[config.mk]
export PLATFORM = sky130hd
export DESIGN_NAME = ex_mem_pipe
export DESIGN_NICKNAME = d
export VERILOG_FILES = /design/src/rtl/riscv_pkg.sv /design/src/rtl/skid_buffer.sv /design/src/rtl/ex_mem_pipe.sv
export SDC_FILE = /design/constraint.sdc
export NUM_CORES = 1
export LEC_CHECK = 0
export CORE_UTILIZATION = 28
export DETAILED_ROUTE_END_ITERATION = 10
export SYNTH_ARGS = -nofsm -noshare
export SYNTH_HDL_FRONTEND = slang
export SYNTH_HIERARCHICAL = 1
export SYNTH_SLANG_ARGS = --single-unit
[constraint.sdc]
create_clock -name clk -period 3.8 [get_ports clk]
set_input_delay 0.57 -clock clk [delete_from_list [all_inputs] [get_ports clk]]
set_output_delay 0.57 -clock clk [all_outputs]
set_load 0.01 [all_outputs]
[src/rtl/riscv_pkg.sv]
// Shared core definitions: datapath widths, memory-op encodings and the EX/MEM payload.
package riscv_pkg;

  localparam int XLEN  = 32;
  localparam int RA_W  = 5;
  localparam int MOP_W = 4;

  typedef enum logic [MOP_W-1:0] {
    MOP_NONE = 4'd0,
    MOP_LB   = 4'd1,
    MOP_LH   = 4'd2,
    MOP_LW   = 4'd3,
    MOP_LBU  = 4'd4,
    MOP_LHU  = 4'd5,
    MOP_SB   = 4'd6,
    MOP_SH   = 4'd7,
    MOP_SW   = 4'd8
  } mem_op_e;

  typedef struct packed {
    logic [RA_W-1:0]  wd;
    logic             wreg;
    logic [XLEN-1:0]  wdata;
    logic [MOP_W-1:0] mem_op;
    logic [XLEN-1:0]  mem_addr;
    logic [XLEN-1:0]  store_data;
  } ex_mem_pkt_t;

  // x0 is hard-wired to zero, so writes to it must never be forwarded
  function automatic logic fwd_tag_ok(input logic [RA_W-1:0] wd);
    return (wd != {RA_W{1'b0}});
  endfunction

endpackage

[src/rtl/skid_buffer.sv]
// Generic 2-entry valid/ready skid buffer with synchronous flush; in_ready is a pure register.
module skid_buffer #(
  parameter int W = 8
) (
  input  logic         clk,
  input  logic         rst_n,
  input  logic         flush,
  input  logic         in_valid,
  output logic         in_ready,
  input  logic [W-1:0] in_data,
  output logic         out_valid,
  input  logic         out_ready,
  output logic [W-1:0] out_data
);

  logic         m_valid_r;
  logic         s_valid_r;
  logic [W-1:0] m_data_r;
  logic [W-1:0] s_data_r;
  logic         accept_s;
  logic         consume_s;

  assign in_ready  = ~s_valid_r;
  assign accept_s  = in_valid & ~s_valid_r;
  assign consume_s = m_valid_r & out_ready;
  assign out_valid = m_valid_r;
  assign out_data  = m_data_r;

  // Main/skid entry update: S only fills while M stalls, and always drains into M first
  always_ff @(posedge clk or negedge rst_n) begin
    if (!rst_n) begin
      m_valid_r <= 1'b0;
      s_valid_r <= 1'b0;
      m_data_r  <= {W{1'b0}};
      s_data_r  <= {W{1'b0}};
    end else if (flush) begin
      m_valid_r <= 1'b0;
      s_valid_r <= 1'b0;
    end else if (!m_valid_r || consume_s) begin
      if (s_valid_r) begin
        m_valid_r <= 1'b1;
        m_data_r  <= s_data_r;
        s_valid_r <= 1'b0;
      end else begin
        m_valid_r <= accept_s;
        if (accept_s) begin
          m_data_r <= in_data;
        end
      end
    end else if (accept_s) begin
      s_valid_r <= 1'b1;
      s_data_r  <= in_data;
    end
  end

endmodule

[src/rtl/ex_mem_pipe.sv]
// EX->MEM pipeline register: packs the EX payload into a skid buffer and gates the
// side-effecting fields (write-back, memory op, bypass) with the output valid.
module ex_mem_pipe #(
  parameter int XLEN  = riscv_pkg::XLEN,
  parameter int RA_W  = riscv_pkg::RA_W,
  parameter int MOP_W = riscv_pkg::MOP_W
) (
  input  logic             clk,
  input  logic             rst_n,
  input  logic             flush,
  input  logic             ex_valid,
  output logic             ex_ready,
  input  logic [RA_W-1:0]  ex_wd,
  input  logic             ex_wreg,
  input  logic [XLEN-1:0]  ex_wdata,
  input  logic [MOP_W-1:0] ex_mem_op,
  input  logic [XLEN-1:0]  ex_mem_addr,
  input  logic [XLEN-1:0]  ex_store_data,
  output logic             mem_valid,
  input  logic             mem_ready,
  output logic [RA_W-1:0]  mem_wd,
  output logic             mem_wreg,
  output logic [XLEN-1:0]  mem_wdata,
  output logic [MOP_W-1:0] mem_mem_op,
  output logic [XLEN-1:0]  mem_mem_addr,
  output logic [XLEN-1:0]  mem_store_data,
  output logic             fwd_valid,
  output logic [RA_W-1:0]  fwd_wd,
  output logic [XLEN-1:0]  fwd_wdata
);

  riscv_pkg::ex_mem_pkt_t in_pkt_s;
  riscv_pkg::ex_mem_pkt_t out_pkt_s;
  logic                   out_valid_s;

  // Pack the EX-side fields into the stored payload
  always_comb begin
    in_pkt_s            = '{default: 1'b0};
    in_pkt_s.wd         = ex_wd;
    in_pkt_s.wreg       = ex_wreg;
    in_pkt_s.wdata      = ex_wdata;
    in_pkt_s.mem_op     = ex_mem_op;
    in_pkt_s.mem_addr   = ex_mem_addr;
    in_pkt_s.store_data = ex_store_data;
  end

  skid_buffer #(
    .W($bits(riscv_pkg::ex_mem_pkt_t))
  ) u_skid (
    .clk      (clk),
    .rst_n    (rst_n),
    .flush    (flush),
    .in_valid (ex_valid),
    .in_ready (ex_ready),
    .in_data  (in_pkt_s),
    .out_valid(out_valid_s),
    .out_ready(mem_ready),
    .out_data (out_pkt_s)
  );

  // Stale payload left behind by a flush must not cause a write, access or bypass
  assign mem_valid      = out_valid_s;
  assign mem_wd         = out_pkt_s.wd;
  assign mem_wreg       = out_pkt_s.wreg & out_valid_s;
  assign mem_wdata      = out_pkt_s.wdata;
  assign mem_mem_op     = out_valid_s ? out_pkt_s.mem_op : {MOP_W{1'b0}};
  assign mem_mem_addr   = out_pkt_s.mem_addr;
  assign mem_store_data = out_pkt_s.store_data;

  assign fwd_valid = mem_valid & mem_wreg & riscv_pkg::fwd_tag_ok(out_pkt_s.wd);
  assign fwd_wd    = out_pkt_s.wd;
  assign fwd_wdata = out_pkt_s.wdata;

endmodule

==> reports/qor.txt <==
Cell Pwr Density -> 537 mW/mm²
Status -> completed
Tcrit/Tclk final -> 70.9%
Met2 Use GR -> 19.0%
Largest net degree at the start of global routing -> 98
Worst-Skew Late Latency -> 540 ps
Internal cell power -> 5380 µW
# nets final -> 954
Max_slew headroom -> 48.1%
Tot Pwr -> 7170 µW
Maximum vdd drop -> 0.338 mV
Worst flop-to-flop path endpoint -> u_skid/out_data[48]$_DFFE_PN0P_
Max-cap viol count -> 0
Static Leak -> 0.00559 µW
Post-CTS setup buffers -> 0
Routed vias/inst -> 4.40
Final WL -> 21900 µm
Hold WS -> 84.6 ps
CP Launch Type -> register
Worst-margin pin slew -> 779 ps
Fraction of layout cells with a size suffix above 1 -> 42.4%
Hold WC Path Type -> input pin to asynchronous set/reset pin
Max Fclk -> 371 MHz
CTS HTree Levels -> 1
CP Max Fanout -> 34
Global route overflow -> 0
Met3 Track Usage GR -> 5.45%
Number of global-route vias before repair -> 6091
P&R area growth vs syn -> 37.8%
Critical Path RT -> 3230 ps
1st-pass router iterations -> 4
CTS tree -> built
Final Max Tran Viols -> 0
Initial Utilization -> 28.7%
Logic pwr share -> 22.7%
CTS Sinks -> 214
Worst Reg-to-Reg Cells -> 3
Final setup viols -> 0
Die height -> 188 µm
Yosys cell types -> 21
Cell area after synthesis -> 0.00970 mm²
Row count -> 67
YS warnings -> 6
Seq pwr share -> 42.6%
Worst-path clk slew -> 60 ps
Remaining DRCs -> 0
Primary FF master, synth -> dfrtp_1
Clock Path Buffers -> 3
Antenna viol nets, final -> 0
#FFs+latches synth -> 214
Sw frac -> 24.9%
Clk root buf -> clkbuf_16
Net Count, Synth -> 730
Post-DP HPWL -> 14000 µm
Post-CTS Hold Fix Bufs -> 0
Port bufs -> 256
Vias post-DR -> 5772
Clk network pwr share -> 34.7%
Chip Width -> 188 µm
Setup_tns -> 0 ps
Worst reg2reg path startpoint -> u_skid/s_valid_r$_DFFE_PN0P_
Total core area -> 0.0338 mm²
Reg2reg setup slack -> 1520 ps
Net Sw Power -> 1790 µW
Top Usage Layer GRT -> met2
Routed len/inst -> 16.7 µm
Cells after synthesis -> 619
Initial antenna violation count -> 3
Async SR Flop Fraction -> 100%
Post-synth EDFFs -> 0
Ports -> 257
Mean post-synth cell area -> 15.7 µm²
TritonCTS buffer count -> 27
CP endpoint kind -> primary output
Critical Setup Path Class -> register to primary output
Post-synth top area cell -> dfrtp_1
Register area share after synthesis -> 55.2%
First-pass GRT wire length -> 35300 µm
Met1 Use GR -> 16.0%
Worst Path Arrival -> 2130 ps
Top post-synthesis cells by area -> dfrtp_1 55%, mux2_2 31%, mux2_4 6.2%, buf_4 3.2%, mux2_1 1.3%
Full die area -> 0.0354 mm²
Minimum clock period -> 2700 ps
GPL Wtd Cong -> 0.709
All-Layer GR Usage -> 12.5%
Post_cts resized -> 0
DRT iter0 DRCs -> 205
RSZ-0062 raised after global routing -> false
Final clock skew -> 18.6 ps
Top cell type's share of synthesized area -> 55.2%
Final hold violation count -> 0
metal layers:
metal / wire length (µm) / share of wire, %
met1: 9440 / 43
met2: 9390 / 43
met3: 2390 / 11
met4: 621 / 2.8
met5: 30 / 0.14
power by group through the flow:
| stage | logic (µW) | clock network [µW] | registers [µW] |
|---|---|---|---|
| after floorplan | 796 | 0 | 3120 |
| after global placement | 1630 | 0 | 3080 |
| after detailed placement | 1650 | 0 | 3090 |
| after CTS | 1660 | 2610 | 3060 |
| after global routing | 1750 | 2710 | 3130 |
| final | 1630 | 2490 | 3060 |
flip-flops by register name (all words and copies together) (netlist names):
register	count
u_skid/out_data	106
u_skid/out_valid	1
u_skid/s_valid_r	1
u_skid/s_data_r	106
how the worst max path moves through the flow:
stage | start | to | slack, ps | cells past startpoint
2_1_floorplan | u_skid/out_data[101]$_DFFE_PN0P_ | fwd_valid | 2100 | 2
3_3_place_gp | flush | u_skid/s_data_r[43]$_DFFE_PN0P_ | 1370 | 5
3_5_place_dp | flush | u_skid/s_data_r[1]$_DFFE_PN0P_ | 1370 | 5
4_1_cts | u_skid/s_valid_r$_DFFE_PN0P_ | ex_ready | 990 | 3
5_1_grt | u_skid/s_valid_r$_DFFE_PN0P_ | ex_ready | 960 | 3
6_report | u_skid/s_valid_r$_DFFE_PN0P_ | ex_ready | 1100 | 3
cell usage after synthesis, types with 2 or more instances:
cell	number
buf_4	41
and2_1	5
clkbuf_1	2
buf_6	8
buf_2	15
dfrtp_1	214
buf_1	5
mux2_2	267
mux2_1	11
mux2_4	40
logic make-up (layout without fill, tap and decap cells):
logic type	Yosys count	count (layout)	synth area share [%]
AO/OA/AOI/OAI	2	2	0.129
buffers and inverters	72	317	5.19
flip-flops	214	214	55.2
multiplexers	318	318	38.5
other	0	1	0
AND/OR/NAND/NOR	13	13	0.981
stage by stage:
stage,util [%],instances,setup slack [ps],instance area (µm²)
after CTS,39.6,1312,987,13400
after detailed placement,37.0,1262,1370,12500
final,39.6,1313,1100,13400
after global placement,37.0,1262,1370,12500
after global routing,39.6,1312,962,13400
after floorplan,-,619,2100,9700
worst max-delay path, cell delays in order, from the launching register on:
cell,delay [ps]
dfrtp_4,760
buf_4,310
inv_1,50
clkdlybuf4s50_1,470
final cells by class:
cell class	count	area, µm²
Inverter	1	3.75
Clock buffer	41	798
Antenna cell	1	2.50
Fill cell	3186	20400
Timing Repair Buffer	266	2720
Multi-Input combinational cell	333	3850
Tap cell	448	561
Clock inverter	9	78.8
Sequential cell	214	5360
cell usage in the layout, fill, tap and decap left out, types with 2 or more instances in the layout:
master / Yosys / routed
clkbuf_1: 2 / 7
clkdlybuf4s50_1: 0 / 255
and2_1: 5 / 5
mux2_4: 40 / 40
mux2_2: 267 / 267
clkinv_2: 0 / 5
mux2_1: 11 / 11
dfrtp_1: 214 / 213
buf_12: 0 / 6
clkbuf_16: 0 / 27
buf_4: 41 / 4
clkinvlp_4: 0 / 2
clkbuf_8: 0 / 7
No activity file was read; power rests on OpenSTA's default activity.
